==> config.mk <==
export PLATFORM = sky130hd
export DESIGN_NAME = mem_port_arbiter_flat
export DESIGN_NICKNAME = d
export VERILOG_FILES = /design/src/rtl/mem_port_arbiter_if.sv /design/src/rtl/mem_port_arbiter.sv /design/src/flat_wrapper.sv
export SDC_FILE = /design/constraint.sdc
export NUM_CORES = 1
export LEC_CHECK = 0
export BUFFER_PORTS_ARGS = -buffer_cell sky130_fd_sc_hd__buf_4
export CAP_MARGIN = 10
export CORE_UTILIZATION = 25
export CTS_BUF_LIST = sky130_fd_sc_hd__clkbuf_16
export DETAILED_ROUTE_END_ITERATION = 10
export PLACE_DENSITY = 0.59
export SETUP_SLACK_MARGIN = 0.2
export SYNTH_ARGS = -nofsm -noshare
export SYNTH_HDL_FRONTEND = slang
export SYNTH_SLANG_ARGS = --single-unit
==> constraint.sdc <==
create_clock -name clk -period 1.7 [get_ports clk]
set_input_delay 0.17 -clock clk [delete_from_list [all_inputs] [get_ports clk]]
set_output_delay 0.17 -clock clk [all_outputs]
set_load 0.01 [all_outputs]
==> src/rtl/mem_port_arbiter_if.sv <==
// Bundle of request/response handshakes and the memory-side bus around the shared port.
// slave = arbiter side, master = core + memory side.
interface mem_port_arbiter_if;
  logic        if_req_valid;
  logic [31:0] if_req_addr;
  logic        if_req_ready;
  logic        if_flush;
  logic        if_rsp_valid;
  logic [31:0] if_rsp_data;

  logic        ls_req_valid;
  logic        ls_req_we;
  logic [3:0]  ls_req_be;
  logic [31:0] ls_req_addr;
  logic [31:0] ls_req_wdata;
  logic        ls_req_ready;
  logic        ls_rsp_valid;
  logic [31:0] ls_rsp_data;

  logic        mem_en;
  logic        mem_we;
  logic [3:0]  mem_be;
  logic [31:0] mem_addr;
  logic [31:0] mem_wdata;
  logic [31:0] mem_rdata;
  logic        busy;

  modport slave (
    input  if_req_valid, if_req_addr, if_flush,
    input  ls_req_valid, ls_req_we, ls_req_be, ls_req_addr, ls_req_wdata,
    input  mem_rdata,
    output if_req_ready, if_rsp_valid, if_rsp_data,
    output ls_req_ready, ls_rsp_valid, ls_rsp_data,
    output mem_en, mem_we, mem_be, mem_addr, mem_wdata, busy
  );

  modport master (
    output if_req_valid, if_req_addr, if_flush,
    output ls_req_valid, ls_req_we, ls_req_be, ls_req_addr, ls_req_wdata,
    output mem_rdata,
    input  if_req_ready, if_rsp_valid, if_rsp_data,
    input  ls_req_ready, ls_rsp_valid, ls_rsp_data,
    input  mem_en, mem_we, mem_be, mem_addr, mem_wdata, busy
  );
endinterface

==> src/rtl/mem_port_arbiter.sv <==
// Single-port memory arbiter between instruction fetch and load/store: one transaction
// in flight, fixed read latency, LS priority with a starvation bound for fetch.
module mem_port_arbiter #(
  parameter int MEM_LATENCY  = 2,
  parameter int STARVE_LIMIT = 2
) (
  input  logic             clk,
  input  logic             rst_n,
  mem_port_arbiter_if.slave io_bus
);

  localparam int CW = (MEM_LATENCY > 1) ? $clog2(MEM_LATENCY) : 1;
  localparam int SW = (STARVE_LIMIT > 0) ? $clog2(STARVE_LIMIT + 1) : 1;
  localparam logic [CW-1:0] C_WAIT_INIT  = CW'(MEM_LATENCY - 1);
  localparam logic [SW-1:0] C_STARVE_MAX = SW'(STARVE_LIMIT);

  typedef enum logic [1:0] {S_IDLE, S_ISSUE, S_WAIT} state_t;

  state_t      r_state;
  state_t      w_state_next;
  logic [CW-1:0] r_wait_cnt;
  logic [SW-1:0] r_starve_cnt;
  logic        r_is_ls;
  logic        r_kill;
  logic        r_we;
  logic [3:0]  r_be;
  logic [31:0] r_addr;
  logic [31:0] r_wdata;
  logic        r_if_rsp_valid;
  logic        r_ls_rsp_valid;
  logic [31:0] r_if_rsp_data;
  logic [31:0] r_ls_rsp_data;

  logic        w_if_win;
  logic        w_ls_win;
  logic        w_accept;
  logic        w_done;
  logic        w_mem_en;
  logic        w_busy;
  logic        w_if_deliver;

  always_ff @(posedge clk or negedge rst_n) begin
    if (!rst_n) begin
      r_state <= S_IDLE;
    end else begin
      r_state <= w_state_next;
    end
  end

  always_comb begin
    w_state_next = r_state;
    w_if_win     = 1'b0;
    w_ls_win     = 1'b0;
    w_mem_en     = 1'b0;
    w_busy       = 1'b1;
    w_done       = 1'b0;
    case (r_state)
      S_IDLE: begin
        w_busy   = 1'b0;
        w_if_win = io_bus.if_req_valid &&
                   (!io_bus.ls_req_valid || (r_starve_cnt == C_STARVE_MAX));
        w_ls_win = io_bus.ls_req_valid && !w_if_win;
        if (w_if_win || w_ls_win) begin
          w_state_next = S_ISSUE;
        end
      end
      S_ISSUE: begin
        w_mem_en     = 1'b1;
        w_state_next = S_WAIT;
      end
      S_WAIT: begin
        if (r_wait_cnt == '0) begin
          w_done       = 1'b1;
          w_state_next = S_IDLE;
        end
      end
      default: w_state_next = S_IDLE;
    endcase
  end

  assign w_accept = w_if_win || w_ls_win;
  // The completion cycle is still inside the flush window of a fetch.
  assign w_if_deliver = w_done && !r_is_ls && !r_kill && !io_bus.if_flush;

  always_ff @(posedge clk or negedge rst_n) begin
    if (!rst_n) begin
      r_wait_cnt     <= '0;
      r_starve_cnt   <= '0;
      r_is_ls        <= 1'b0;
      r_kill         <= 1'b0;
      r_we           <= 1'b0;
      r_be           <= '0;
      r_addr         <= '0;
      r_wdata        <= '0;
      r_if_rsp_valid <= 1'b0;
      r_ls_rsp_valid <= 1'b0;
      r_if_rsp_data  <= '0;
      r_ls_rsp_data  <= '0;
    end else begin
      if (r_state == S_ISSUE) begin
        r_wait_cnt <= C_WAIT_INIT;
      end else if (r_state == S_WAIT) begin
        r_wait_cnt <= r_wait_cnt - 1'b1;
      end

      if (w_accept) begin
        r_is_ls <= w_ls_win;
        r_kill  <= w_if_win && io_bus.if_flush;
        r_we    <= w_ls_win && io_bus.ls_req_we;
        r_be    <= w_ls_win ? io_bus.ls_req_be : 4'b1111;
        r_addr  <= w_ls_win ? io_bus.ls_req_addr : io_bus.if_req_addr;
        r_wdata <= w_ls_win ? io_bus.ls_req_wdata : 32'd0;
      end else if (w_busy && !r_is_ls && io_bus.if_flush) begin
        r_kill <= 1'b1;
      end

      if (w_if_win) begin
        r_starve_cnt <= '0;
      end else if (w_ls_win && io_bus.if_req_valid && (r_starve_cnt != C_STARVE_MAX)) begin
        r_starve_cnt <= r_starve_cnt + 1'b1;
      end

      r_if_rsp_valid <= w_if_deliver;
      r_ls_rsp_valid <= w_done && r_is_ls;
      if (w_if_deliver) begin
        r_if_rsp_data <= io_bus.mem_rdata;
      end
      if (w_done && r_is_ls) begin
        r_ls_rsp_data <= r_we ? 32'd0 : io_bus.mem_rdata;
      end
    end
  end

  // Readies are forced low while reset is held even though the FSM already sits in IDLE.
  assign io_bus.if_req_ready = w_if_win && rst_n;
  assign io_bus.ls_req_ready = w_ls_win && rst_n;
  assign io_bus.if_rsp_valid = r_if_rsp_valid;
  assign io_bus.if_rsp_data  = r_if_rsp_data;
  assign io_bus.ls_rsp_valid = r_ls_rsp_valid;
  assign io_bus.ls_rsp_data  = r_ls_rsp_data;
  assign io_bus.mem_en       = w_mem_en;
  assign io_bus.mem_we       = r_we;
  assign io_bus.mem_be       = r_be;
  assign io_bus.mem_addr     = r_addr;
  assign io_bus.mem_wdata    = r_wdata;
  assign io_bus.busy         = w_busy;

endmodule

==> src/flat_wrapper.sv <==
// flat-port wrapper written by rule: the top's interface ports become plain ports
module mem_port_arbiter_flat 
#(
  parameter int MEM_LATENCY  = 2,
  parameter int STARVE_LIMIT = 2
)
  (clk, rst_n, io_bus_if_req_valid, io_bus_if_req_addr, io_bus_if_flush, io_bus_ls_req_valid, io_bus_ls_req_we, io_bus_ls_req_be, io_bus_ls_req_addr, io_bus_ls_req_wdata, io_bus_mem_rdata, io_bus_if_req_ready, io_bus_if_rsp_valid, io_bus_if_rsp_data, io_bus_ls_req_ready, io_bus_ls_rsp_valid, io_bus_ls_rsp_data, io_bus_mem_en, io_bus_mem_we, io_bus_mem_be, io_bus_mem_addr, io_bus_mem_wdata, io_bus_busy);
  mem_port_arbiter_if io_bus_i ();
  input  logic clk;
  input  logic rst_n;
  input wire logic [$bits(io_bus_i.if_req_valid)-1:0] io_bus_if_req_valid;
  input wire logic [$bits(io_bus_i.if_req_addr)-1:0] io_bus_if_req_addr;
  input wire logic [$bits(io_bus_i.if_flush)-1:0] io_bus_if_flush;
  input wire logic [$bits(io_bus_i.ls_req_valid)-1:0] io_bus_ls_req_valid;
  input wire logic [$bits(io_bus_i.ls_req_we)-1:0] io_bus_ls_req_we;
  input wire logic [$bits(io_bus_i.ls_req_be)-1:0] io_bus_ls_req_be;
  input wire logic [$bits(io_bus_i.ls_req_addr)-1:0] io_bus_ls_req_addr;
  input wire logic [$bits(io_bus_i.ls_req_wdata)-1:0] io_bus_ls_req_wdata;
  input wire logic [$bits(io_bus_i.mem_rdata)-1:0] io_bus_mem_rdata;
  output wire logic [$bits(io_bus_i.if_req_ready)-1:0] io_bus_if_req_ready;
  output wire logic [$bits(io_bus_i.if_rsp_valid)-1:0] io_bus_if_rsp_valid;
  output wire logic [$bits(io_bus_i.if_rsp_data)-1:0] io_bus_if_rsp_data;
  output wire logic [$bits(io_bus_i.ls_req_ready)-1:0] io_bus_ls_req_ready;
  output wire logic [$bits(io_bus_i.ls_rsp_valid)-1:0] io_bus_ls_rsp_valid;
  output wire logic [$bits(io_bus_i.ls_rsp_data)-1:0] io_bus_ls_rsp_data;
  output wire logic [$bits(io_bus_i.mem_en)-1:0] io_bus_mem_en;
  output wire logic [$bits(io_bus_i.mem_we)-1:0] io_bus_mem_we;
  output wire logic [$bits(io_bus_i.mem_be)-1:0] io_bus_mem_be;
  output wire logic [$bits(io_bus_i.mem_addr)-1:0] io_bus_mem_addr;
  output wire logic [$bits(io_bus_i.mem_wdata)-1:0] io_bus_mem_wdata;
  output wire logic [$bits(io_bus_i.busy)-1:0] io_bus_busy;
  assign io_bus_i.if_req_valid = io_bus_if_req_valid;
  assign io_bus_i.if_req_addr = io_bus_if_req_addr;
  assign io_bus_i.if_flush = io_bus_if_flush;
  assign io_bus_i.ls_req_valid = io_bus_ls_req_valid;
  assign io_bus_i.ls_req_we = io_bus_ls_req_we;
  assign io_bus_i.ls_req_be = io_bus_ls_req_be;
  assign io_bus_i.ls_req_addr = io_bus_ls_req_addr;
  assign io_bus_i.ls_req_wdata = io_bus_ls_req_wdata;
  assign io_bus_i.mem_rdata = io_bus_mem_rdata;
  assign io_bus_if_req_ready = io_bus_i.if_req_ready;
  assign io_bus_if_rsp_valid = io_bus_i.if_rsp_valid;
  assign io_bus_if_rsp_data = io_bus_i.if_rsp_data;
  assign io_bus_ls_req_ready = io_bus_i.ls_req_ready;
  assign io_bus_ls_rsp_valid = io_bus_i.ls_rsp_valid;
  assign io_bus_ls_rsp_data = io_bus_i.ls_rsp_data;
  assign io_bus_mem_en = io_bus_i.mem_en;
  assign io_bus_mem_we = io_bus_i.mem_we;
  assign io_bus_mem_be = io_bus_i.mem_be;
  assign io_bus_mem_addr = io_bus_i.mem_addr;
  assign io_bus_mem_wdata = io_bus_i.mem_wdata;
  assign io_bus_busy = io_bus_i.busy;
  mem_port_arbiter #(.MEM_LATENCY(MEM_LATENCY), .STARVE_LIMIT(STARVE_LIMIT)) u_core (.clk(clk), .rst_n(rst_n), .io_bus(io_bus_i));
endmodule
# Yosys cells after proc, flatten, opt, wreduce, memory -nomap -nowiden
# Cells that the tools add are included.
# classes
add_sub_neg,2
n_eq_ne,6
muxes,19
reduce_logical,27
# op_table
cell,n
32-bit two-way mux,3
1-bit logical AND,14
1-bit two-way mux,10
2-bit two-way mux,4
2-bit case mux with 3 select lines,1
2-bit nonzero test,3
1-bit logical NOT,5
"2-bit equality test, second input constant",2
4-bit two-way mux,1
"2-bit inequality test, second input constant",2
1-bit logical OR,3
"2-bit by 1-bit adder with 2-bit output, second input constant",1
"2-bit by 1-bit equality test with 1-bit output, second input constant",1
2-bit logical NOT,1
"2-bit by 1-bit inequality test with 1-bit output, second input constant",1
2-bit AND reduction,1
"1-bit subtractor, second input constant",1
# totals
output_inout_bits,139
regBits,142
word_cells,67

# Logic depth before layout (Yosys ltp)
# Gate-level depths: netlist of run 1.
# logic_depth
ltp_word,10
mapped_depth,8
depth_no_buf,5

# Worst setup path after synthesis of run 1
# No wires, ideal clock.
# synth_timing
path_kind,reg2reg
from,register u_core.r_state[0]
to,"register u_core.r_if_rsp_data[10], in the netlist u_core.io_bus.if_rsp_data[10]"
arrival_ns,1.556
period_less_slack_ns,1.681
path_slack_ns,0.019
required_ns,1.575
stages_incl_launch_ff,7
cell_sequence,dfrtp_1 -> inv_1 -> ha_1 -> nand2b_4 -> nor4_4 -> buf_6 -> mux2_2
# synth_via
elab_chain_len,5
# synth_rtl
element,line_no,rtl
from (decl),mem_port_arbiter.sv:19,state_t r_state;
from (signal assigned),mem_port_arbiter.sv:46,r_state <= w_state_next;
2-bit equality test,mem_port_arbiter.sv:57,case (r_state)
1-bit two-way mux,mem_port_arbiter.sv:57,
1-bit logical AND (3 in a row),mem_port_arbiter.sv:83,assign w_if_deliver = w_done && !r_is_ls && !r_kill && !io_bus.if_flush;
to (signal assigned),mem_port_arbiter.sv:126,r_if_rsp_data <= io_bus.mem_rdata;
to (decl),mem_port_arbiter.sv:31,logic [31:0] r_if_rsp_data;
# Every way passes these cells.
# A chain may end at the register's enable or synchronous reset.

# Worst setup path after layout of run 1
# layout_timing
from,register u_core.r_state[0]
to,"register u_core.r_if_rsp_data[25], in the netlist u_core.io_bus.if_rsp_data[25]"
# The elaborated chain is that of the path after synthesis.

==> results by group, run 1 <==
Route
  • Post-Route WL: 19.9 mm
  • WL/cell: 16.4 µm
  • Routed Antenna Nets: 0
  • Initial DRC Count: about 190
  • Post-route DRC violation count: 0
  • Vias: 5,337
  • Detailed Routing Iterations Pass 1: 4
  • DR vias/cell: 4.40

Pwr
  • Switching Share: roughly a third
  • Design Power: about 19 mW
  • Pwr dens: 1780 nW/µm²
  • Pint: 12.3 mW
  • NetSw: 6.44 mW
  • Clock Power Share: between 20% and 30%
  • Maximum VDD drop: 796 µV
  • P_leak: a little under 5 nW
  • Comb pwr share: 46.2%
  • Seq pwr share: between 30% and 40%

Synthesis
  • Sequential area share after synthesis: 59.5%
  • Top post-synthesis cells by area: dfrtp_1 (59%), nand2b_1 (6.7%), mux2_2 (6.0%), o21ai_0 (5.5%), a22o_1 (4.8%)
  • Post-synth top area cell: dfrtp_1
  • Gate Count Post-Synth: 519
  • Syn_nets: approximately 660
  • Synthesis-stage register bit count: 142
  • Top_reg_cell synth: dfrtp_1
  • Distinct cells, synth: 32
  • Post-synth EDFFs: 0
  • Synth Warn #: 0
  • Most common cell in the netlist: dfrtp_1
  • Cell Area, Synth: roughly 6000 µm²
  • Most instantiated cells after synthesis: dfrtp_1 (142), nand2_1 (68), o21ai_0 (66)
  • Avg Cell Area, Syn: roughly 12 µm²
  • Top-area cell type share of the netlist area: about three fifths
  • Post-synth ARST share: 100%

Critical path
  • Worst Setup End Kind: register
  • Buffers & Inverters on Critical Path: 2
  • Critical-path cell list: inv_2 > ha_2 > nand2b_4 > nor4_4 > buf_12 > mux2_2
  • R2R Setup Slk: roughly 6.4 ps
  • Crit Path Class: register to register
  • CP peak stage delay: ~400 ps
  • Reg2reg path depth: 6
  • Worst setup path start: u_core.r_state[0]
  • Crit Reg-Reg Endpoint: u_core.io_bus.if_rsp_data[25]
  • CP startpoint kind: register
  • Max stage delay cell, worst path: dfrtp_1
  • Top Family by Delay on Critical Path: flip-flops
  • Arr. time, crit path: about 2000 ps
  • CP Max Fanout: 33
  • WP data required: slightly below 2000 ps
  • R2r startpoint: u_core.r_state[0]

Finish
  • Final #Nets: about 1,000
  • ANT cells: 0
  • Fin cells: 1,214
  • Util after Layout: 44.9%
  • Final instance area: about 11,000 µm²
  • Area Overhead vs Synth: 76.2%
  • Share of cells above drive strength 1: 48.0%

STA
  • Final Hold Slack: 25.0 ps
  • Setup Skew: 14.3 ps
  • Final period util: 99.6%
  • Final setup fails: 0
  • Final WS setup: 6.43 ps
  • Worst-Margin Slew: 472 ps
  • Peak Freq: 590 MHz
  • RSZ-0062 raised after global routing: yes
  • Period minus WS final: 1690 ps
  • Final hold violation count: 0
  • Setup tns final: 0 ps
  • Max-slew violation count: 0
  • Max_slew headroom: between 60% and 70%

Flow run
  • Max Cap Viol: 0

Placed design
  • PortBufs: 276
  • DP Worst Slack: -31.7 ps
  • Placed Cells: 1,092
  • Gp weighted congestion: 0.756
  • DP HPWL: 12.3 mm
  • Cell Area, Placed: 8510 µm²

Clock network
  • Number of H-tree levels: 4
  • Max Root-Sink Buffers: 2
  • Clk Latency, worst-skew pair: 410 ps
  • CTS sink count: approximately 140
  • Clk slew on worst S/H paths: 60 ps
  • TritonCTS Buffers: 17
  • Root Driver: clkbuf_16
  • CTS tree: built

Global routing
  • Pin count of the biggest net entering global routing: 85
  • Vias in the first global route: 5,386
  • Initial antenna violation count: 0
  • Grt ovf: 0
  • Gr usage total: 15.3%
  • First-pass GRT wire length: 28.9 mm

Min path
  • Worst hold path type: primary input to register
  • Min-delay src: io_bus_mem_rdata[31]
  • WHS Endpoint: u_core.io_bus.if_rsp_data[31]
  • Min-Delay Path Depth: 2

Die
  • Die area: 24,500 µm²
  • Initial Util: 25.5%
  • Die W: roughly 160 µm
  • Num rows: 56
  • Core Area: 23,500 µm²
  • Top-Level Pins: 277
  • DIE HEIGHT: around 160 µm

Status
  • Status: finished, final reports clean
[layout make-up]
| type | count | area, µm² |
|---|---|---|
| Clock buffer | 17 | 425 |
| Clock inverter | 15 | 195 |
| Fill cell | 2202 | 12900 |
| Inverter | 5 | 21.3 |
| Multi-Input combinational cell | 331 | 2580 |
| Sequential cell | 142 | 3550 |
| Tap cell | 319 | 399 |
| Timing Repair Buffer | 385 | 3350 |
[registers in the layout, summed over array words and instances, names as in the netlist]
| register | count |
|---|---|
| u_core.io_bus.mem_we | 1 |
| u_core.r_state | 2 |
| u_core.io_bus.mem_be | 4 |
| u_core.r_starve_cnt | 2 |
| u_core.io_bus.ls_rsp_valid | 1 |
| u_core.io_bus.mem_addr | 32 |
| u_core.io_bus.mem_wdata | 32 |
| u_core.r_is_ls | 1 |
| u_core.r_wait_cnt | 1 |
| u_core.r_kill | 1 |
| u_core.io_bus.if_rsp_valid | 1 |
| u_core.io_bus.ls_rsp_data | 32 |
| u_core.io_bus.if_rsp_data | 32 |
[worst reg2reg max path: stages, from the launching register on]
cell,delay (ps)
dfrtp_1,390
inv_2,90
ha_2,220
nand2b_4,60
nor4_4,180
buf_12,260
mux2_2,390
[cell usage in the layout (no fill, tap or decap), types with 4 or more instances in the layout]
master / Yosys / layout
o21ai_1: 1 / 29
a22o_1: 33 / 33
buf_4: 4 / 291
bufinv_16: 0 / 4
dlygate4sd3_1: 0 / 69
mux2_2: 32 / 32
nand2_1: 68 / 67
buf_6: 3 / 6
o32ai_4: 0 / 5
o32ai_2: 0 / 26
o21ai_0: 66 / 37
nor2_1: 8 / 7
inv_1: 5 / 5
dfrtp_1: 142 / 141
clkbuf_16: 0 / 23
nand2b_1: 64 / 63
o22a_1: 4 / 4
buf_12: 0 / 10
[how the worst max path moves through the flow]
stage / to / cells after the start
global placement: u_core.io_bus.if_rsp_data[28] / 6
floorplan: u_core.io_bus.if_rsp_data[10] / 6
global route: io_bus_if_req_ready / 6
CTS: u_core.io_bus.if_rsp_data[31] / 6
finish: u_core.io_bus.if_rsp_data[25] / 6
detailed placement: u_core.io_bus.mem_addr[7] / 6
[kinds of logic (layout without fill, tap and decap cells)]
kind of cell | after synthesis | after routing | synth area share [%]
multiplexers | 33 | 33 | 6.22
AO/OA/AOI/OAI | 141 | 142 | 16.4
AND/OR/NAND/NOR | 152 | 152 | 13.2
adder cells (fa/ha/maj) | 4 | 4 | 0.838
flip-flops | 142 | 142 | 59.5
buffers and inverters | 47 | 422 | 3.92
[repair_timing]
action | in CTS | in global routing
endpoints found under the setup margin | 108 | 103
endpoints found under the hold margin | 126 | 0
cloned | 1 | 8
hold buffers | 69 | 0
setup buffers | 9 | 3
gates resized for setup | 41 | 59
pin swaps | 4 | 37
[power groups by stage]
stage | sequential, mW | combinational [mW] | clock [mW]
global placement | 6.08 | 7.30 | 0
detailed placement | 6.10 | 7.40 | 0
floorplan | 6.73 | 2.75 | 0
global route | 6.30 | 9.41 | 4.24
CTS | 6.10 | 7.91 | 4.09
finish | 6.08 | 8.64 | 3.97
[metal layers]
| metal | up-vias | GRT usage [%] | share of wire, % |
|---|---|---|---|
| li1 | 2557 | - | - |
| met1 | 2572 | 18.2 | 42 |
| met2 | 195 | 25.6 | 49 |
| met3 | 13 | 5.68 | 7.5 |
| met4 | 0 | 4.30 | 1.2 |
| met5 | - | 0 | 0 |
No activity file was read; power rests on OpenSTA's default activity.
==> inputs of run 2 (changes only) <==
- CELL_PAD_IN_SITES_DETAIL_PLACEMENT: default -> 0
- CELL_PAD_IN_SITES_GLOBAL_PLACEMENT: default -> 1
- PLACE_DENSITY: 0.59 -> 0.72
==> run 2 against run 1 <==
  * The run now ends with negative setup slack left
  * Sequential power up 1%
  * Sequential share of layout area down 0.87 points
  * Design area up 2.6%
  * Fmax down 3.5%
  * Largest power group unchanged
==> results by group, run 2 (synthesized netlist as in run 1, its figures left out) <==
Die
  • Die W: about 160 µm
  • Core Area: 23,500 µm²
  • DIE HEIGHT: 157 µm
  • Die area: 24,500 µm²
  • Initial Util: around a quarter
  • Num rows: between 50 and 60
  • Top-Level Pins: 277

Critical path
  • Worst Setup End Kind: register
  • CP startpoint kind: register
  • R2R Setup Slk: -60 ps
  • R2r startpoint: u_core.r_state[0]
  • Crit Reg-Reg Endpoint: u_core.io_bus.if_rsp_data[31]
  • CP Max Fanout: 8
  • Arr. time, crit path: 2050 ps
  • WP data required: 2000 ps
  • CP peak stage delay: 400 ps
  • Max stage delay cell, worst path: dfrtp_1
  • Reg2reg path depth: 8
  • Critical-path cell list: inv_2 > buf_4 > ha_4 > nand2b_4 > nor4_4 > buf_6 > clkbuf_16 > mux2_2
  • Crit Path Class: register to register

Flow run
  • Max Cap Viol: 0

Placed design
  • Placed Cells: around 1,100
  • DP Worst Slack: -4.04 ps
  • Gp weighted congestion: ~0.7
  • Cell Area, Placed: 8520 µm²
  • DP HPWL: 12.4 mm
  • PortBufs: around 280

STA
  • Final hold violation count: 0
  • Setup tns final: -732 ps
  • Peak Freq: 570 MHz
  • Setup Skew: 11.9 ps
  • Worst-Margin Slew: 640 ps
  • Final setup fails: 40
  • Max_slew headroom: 57.3%
  • Final WS setup: -55.4 ps
  • Final period util: 103%
  • Period minus WS final: roughly 1800 ps
  • Final Hold Slack: about 19 ps
  • RSZ-0062 raised after global routing: yes
  • Max-slew violation count: 0

Clock network
  • CTS tree: built
  • CTS sink count: 142
  • Number of H-tree levels: 4
  • Root Driver: clkbuf_16
  • Clk Latency, worst-skew pair: 420 ps
  • Max Root-Sink Buffers: 2
  • Clk slew on worst S/H paths: approximately 60 ps
  • TritonCTS Buffers: 17

Route
  • Post-Route WL: 20.8 mm
  • Initial DRC Count: roughly 160
  • WL/cell: 17.1 µm
  • Routed Antenna Nets: 0
  • Vias: 5,481
  • DR vias/cell: 4.49
  • Post-route DRC violation count: 0
  • Detailed Routing Iterations Pass 1: 4

Global routing
  • GRT met1 Usage: 19.1%
  • Grt ovf: 0
  • Initial antenna violation count: 0
  • Gr busiest metal: met2
  • Vias in the first global route: 5,591
  • Gr usage total: 15.7%
  • Met2 Use GR: 26.0%
  • Pin count of the biggest net entering global routing: around 110
  • First-pass GRT wire length: 29.9 mm
  • Routing usage on met3: 5.76%

Pwr
  • P_leak: approximately 5 nW
  • Pwr dens: between 1500 and 2000 nW/µm²
  • Maximum VDD drop: ~660 µV
  • Design Power: 18.6 mW

Finish
  • Final instance area: 10,800 µm²
  • Util after Layout: 46.0%
  • Area Overhead vs Synth: 80.8%
  • Final #Nets: 1,031
  • Most frequent cells in the layout: buf_4 (292), dfrtp_1 (142), dlygate4sd3_1 (70)
  • Fin cells: approximately 1,200
  • Fillers: 2,178
  • Share of cells above drive strength 1: 53.8%
  • ANT cells: 0
  • Most common cell after layout, fill and taps aside: buf_4

Status
  • Failing checks: negative setup slack
  • Status: finished, violations left

Min path
  • Worst hold path type: primary input to register
  • Min-Delay Path Depth: 2
  • WHS Endpoint: u_core.io_bus.if_rsp_data[3]
  • Min-delay src: io_bus_mem_rdata[3]
[run 2: changes by cell type in the layout (fill, tap and decap cells not counted), moves of 3 or more]
cell       change
nand2_4       +15
bufinv_16      -3
buf_6          +4
o32ai_2        +4
o21ai_1        -7
o32ai_4        -4
o21ai_2       +24
nand2_2        +9
mux2_2        -13
mux2_4        +14
nand2_1       -24
o21ai_0       -17
[run 2: how the worst max path moves through the flow]
stage / startpoint / endpoint / slack, ps / cells past startpoint
2_1_floorplan: u_core.r_state[0] / u_core.io_bus.if_rsp_data[10] / 30 / 6
3_3_place_gp: u_core.r_state[0] / u_core.io_bus.if_rsp_data[29] / 20 / 6
3_5_place_dp: u_core.r_state[0] / u_core.io_bus.if_rsp_data[28] / -4 / 6
4_1_cts: u_core.r_state[0] / io_bus_if_req_ready / -60 / 7
5_1_grt: u_core.r_state[0] / io_bus_if_req_ready / -150 / 7
6_report: u_core.r_state[0] / u_core.io_bus.if_rsp_data[31] / -60 / 8
[run 2: per-layer routing]
metal | part of all wire, % | routed length, µm | vias up
li1 | - | - | 2570
met1 | 40 | 8340 | 2693
met2 | 51 | 10600 | 204
met3 | 8.0 | 1670 | 14
met4 | 1.2 | 251 | 0
met5 | 0 | 0 | -
[run 2: power breakdown]
group	total (mW)	switching [mW]	internal (mW)
clock	3.50	1.50	2.00
sequential	6.17	1.10	5.08
combinational	8.96	4.08	4.88
[run 2: what timing repair did]
action,in CTS,in global routing
resized for setup,110,94
hold endpoints to repair,213,0
endpoints found under the setup margin,73,138
cloned,2,10
hold buffers,70,0
buffers inserted,9,4
pin swaps,39,6
[run 2: cell type report]
cell class / instances / area (µm²) / area share (%)
Timing Repair Buffer: 393 / 3480 / 32.2
Multi-Input combinational cell: 330 / 2800 / 26.0
Tap cell: 319 / 399 / 3.69
Clock buffer: 17 / 425 / 3.94
Inverter: 5 / 21.3 / 0.197
Clock inverter: 15 / 124 / 1.15
Sequential cell: 142 / 3550 / 32.9
[run 2: critical path: cells and delay by family, from the launching register on]
| kind | cells | cell delay [ps] |
|---|---|---|
| flops | 1 | 400 |
| fa+ha+maj | 1 | 140 |
| simple gates | 2 | 200 |
| mux | 1 | 340 |
| buf+inv | 4 | 570 |
==> inputs of run 3 (changes only) <==
--- a/config.mk
+++ b/config.mk
@@ -14,4 +14,5 @@
 export DETAILED_ROUTE_END_ITERATION = 10
 export PLACE_DENSITY = 0.72
+export RECOVER_POWER = 50
 export SETUP_SLACK_MARGIN = 0.2
 export SYNTH_ARGS = -nofsm -noshare
==> constraint.sdc (replaced) <==
create_clock -name clk -period 1.7 [get_ports clk]
set_input_delay 0.17 -clock clk [delete_from_list [all_inputs] [get_ports clk]]
set_output_delay 0.17 -clock clk [all_outputs]
set_load 0.1 [all_outputs]
==> run 3 against run 2 <==
  * The flow still finishes with violations (negative setup slack)
  * Wire length grew 9.2%
  * Critical path depth grew 1
  * Fmax shrank 2.3%
  * Critical path type unchanged
  * Critical endpoint is now u_core.io_bus.if_rsp_data[3]
==> results by group, run 3 (synthesized netlist as in run 1, its figures left out) <==
Status
  • Status: finished, violations left
  • Failing checks: negative setup slack

Global routing
  • Gr usage total: 17.3%
  • Pin count of the biggest net entering global routing: 84
  • Vias in the first global route: approximately 5,900
  • Grt ovf: 0
  • Initial antenna violation count: 0
  • First-pass GRT wire length: 32.3 mm

Clock network
  • Clk slew on worst S/H paths: ~60 ps
  • Clk Latency, worst-skew pair: 410 ps
  • CTS sink count: 142
  • Number of H-tree levels: 4
  • TritonCTS Buffers: 17
  • CTS tree: built
  • Root Driver: clkbuf_16
  • Max Root-Sink Buffers: 2

Finish
  • Most common cell after layout, fill and taps aside: buf_4
  • Fillers: 2,093
  • ANT cells: 0
  • Final #Nets: roughly 1,100
  • Final instance area: 11,400 µm²
  • Area Overhead vs Synth: 91.2%
  • Fin cells: around 1,300
  • Share of cells above drive strength 1: 55.8%
  • Most frequent cells in the layout: buf_4 (290), dfrtp_1 (141), dlygate4sd3_1 (71)

Flow run
  • Max Cap Viol: 0

STA
  • Setup tns final: -2890 ps
  • Peak Freq: roughly 560 MHz
  • Final hold violation count: 0
  • Final setup fails: 59
  • Max_slew headroom: 43.3%
  • Max-slew violation count: 0
  • Period minus WS final: ~1800 ps
  • RSZ-0062 raised after global routing: yes
  • Worst-Margin Slew: about 850 ps
  • Setup Skew: 6.57 ps
  • Final period util: 106%
  • Final WS setup: -97.5 ps

Die
  • Num rows: 56
  • Die area: between 20,000 and 25,000 µm²
  • Die W: 157 µm
  • Core Area: about 23,000 µm²
  • Initial Util: between 20% and 30%
  • Top-Level Pins: between 200 and 300
  • DIE HEIGHT: 157 µm

Route
  • Detailed Routing Iterations Pass 1: 4
  • WL/cell: 18.2 µm
  • Routed Antenna Nets: 0
  • Initial DRC Count: 293
  • Vias: around 5,700
  • Post-Route WL: 22.8 mm
  • Post-route DRC violation count: 0
  • DR vias/cell: 4.56

Critical path
  • WP data required: 2000 ps
  • Arr. time, crit path: 2090 ps
  • Max stage delay cell, worst path: dfrtp_1
  • Crit Path Class: register to register
  • Critical-path cell list: inv_2 > buf_4 > ha_4 > nand2b_4 > nor4_4 > buf_6 > buf_12 > clkbuf_16 > mux2_4
  • CP Max Fanout: 8
  • Worst Setup End Kind: register
  • CP peak stage delay: 390 ps
  • CP startpoint kind: register

Placed design
  • DP HPWL: 12.6 mm
  • PortBufs: 276
  • DP Worst Slack: between 5 and 6 ps
  • Cell Area, Placed: 8540 µm²
  • Placed Cells: 1,092
  • Gp weighted congestion: 0.789

Min path
  • Worst hold path type: primary input to register
-- run 3: timing repair --
action                                 in CTS  in global routing
hold buffers                               71                  0
pin swaps                                  29                 36
endpoints found under the hold margin     222                  0
setup endpoints to repair                 109                140
setup buffers                              19                 13
resized for setup                         121                142
gates cloned                               12                 13
-- run 3: routing by layer --
layer / part of all wire [%] / track usage (%)
met1: 41 / 20.6
met5: 0 / 0
met3: 6.1 / 5.32
met4: 1.3 / 4.62
met2: 51 / 30.0
-- run 3: path summary, 6_finish.rpt --
kind	cells past startpoint	endpoint	startpoint	slack [ps]
setup / recovery	9	u_core.io_bus.if_rsp_data[3]	u_core.r_state[0]	-100
hold / removal	3	u_core.io_bus.mem_addr[31]	io_bus_if_req_addr[31]	30
setup reg to reg	9	u_core.io_bus.if_rsp_data[3]	u_core.r_state[0]	-100
hold reg to reg	2	u_core.io_bus.ls_rsp_data[28]	u_core.io_bus.ls_rsp_data[28]	490
max in group asynchronous	3	u_core.io_bus.mem_addr[5]	rst_n	250
min in group asynchronous	3	u_core.io_bus.ls_rsp_data[8]	rst_n	740
-- run 3: final cells by class --
class / instances / area [µm²] / share of cell area, %
timing repair buffer: 424 / 4130 / 36.2
tap: 319 / 399 / 3.49
clock inverter: 15 / 169 / 1.48
sequential: 142 / 3560 / 31.1
inverter: 5 / 22.5 / 0.197
clock buffer: 17 / 425 / 3.72
multi-input combinational: 330 / 2720 / 23.8
-- run 3: critical path: cells and delay by family, from the launching register on --
kind	cells	cell delay [ps]
mux	1	310
buf+inv	5	650
flops	1	390
fa+ha+maj	1	140
simple gates	2	200
-- run 3: per-stage QoR --
stage          hold slack (ps)  util, %
2_1_floorplan             -126        -
3_3_place_gp               246     36.4
3_5_place_dp               244     36.4
4_1_cts                   26.3     45.4
5_1_grt                   14.3     48.7
6_report                  29.7     48.7
Power of run 3 is left out: the tool's default activity adds up to more than one toggle a clock period on the data nets, which glitch-free logic cannot reach.
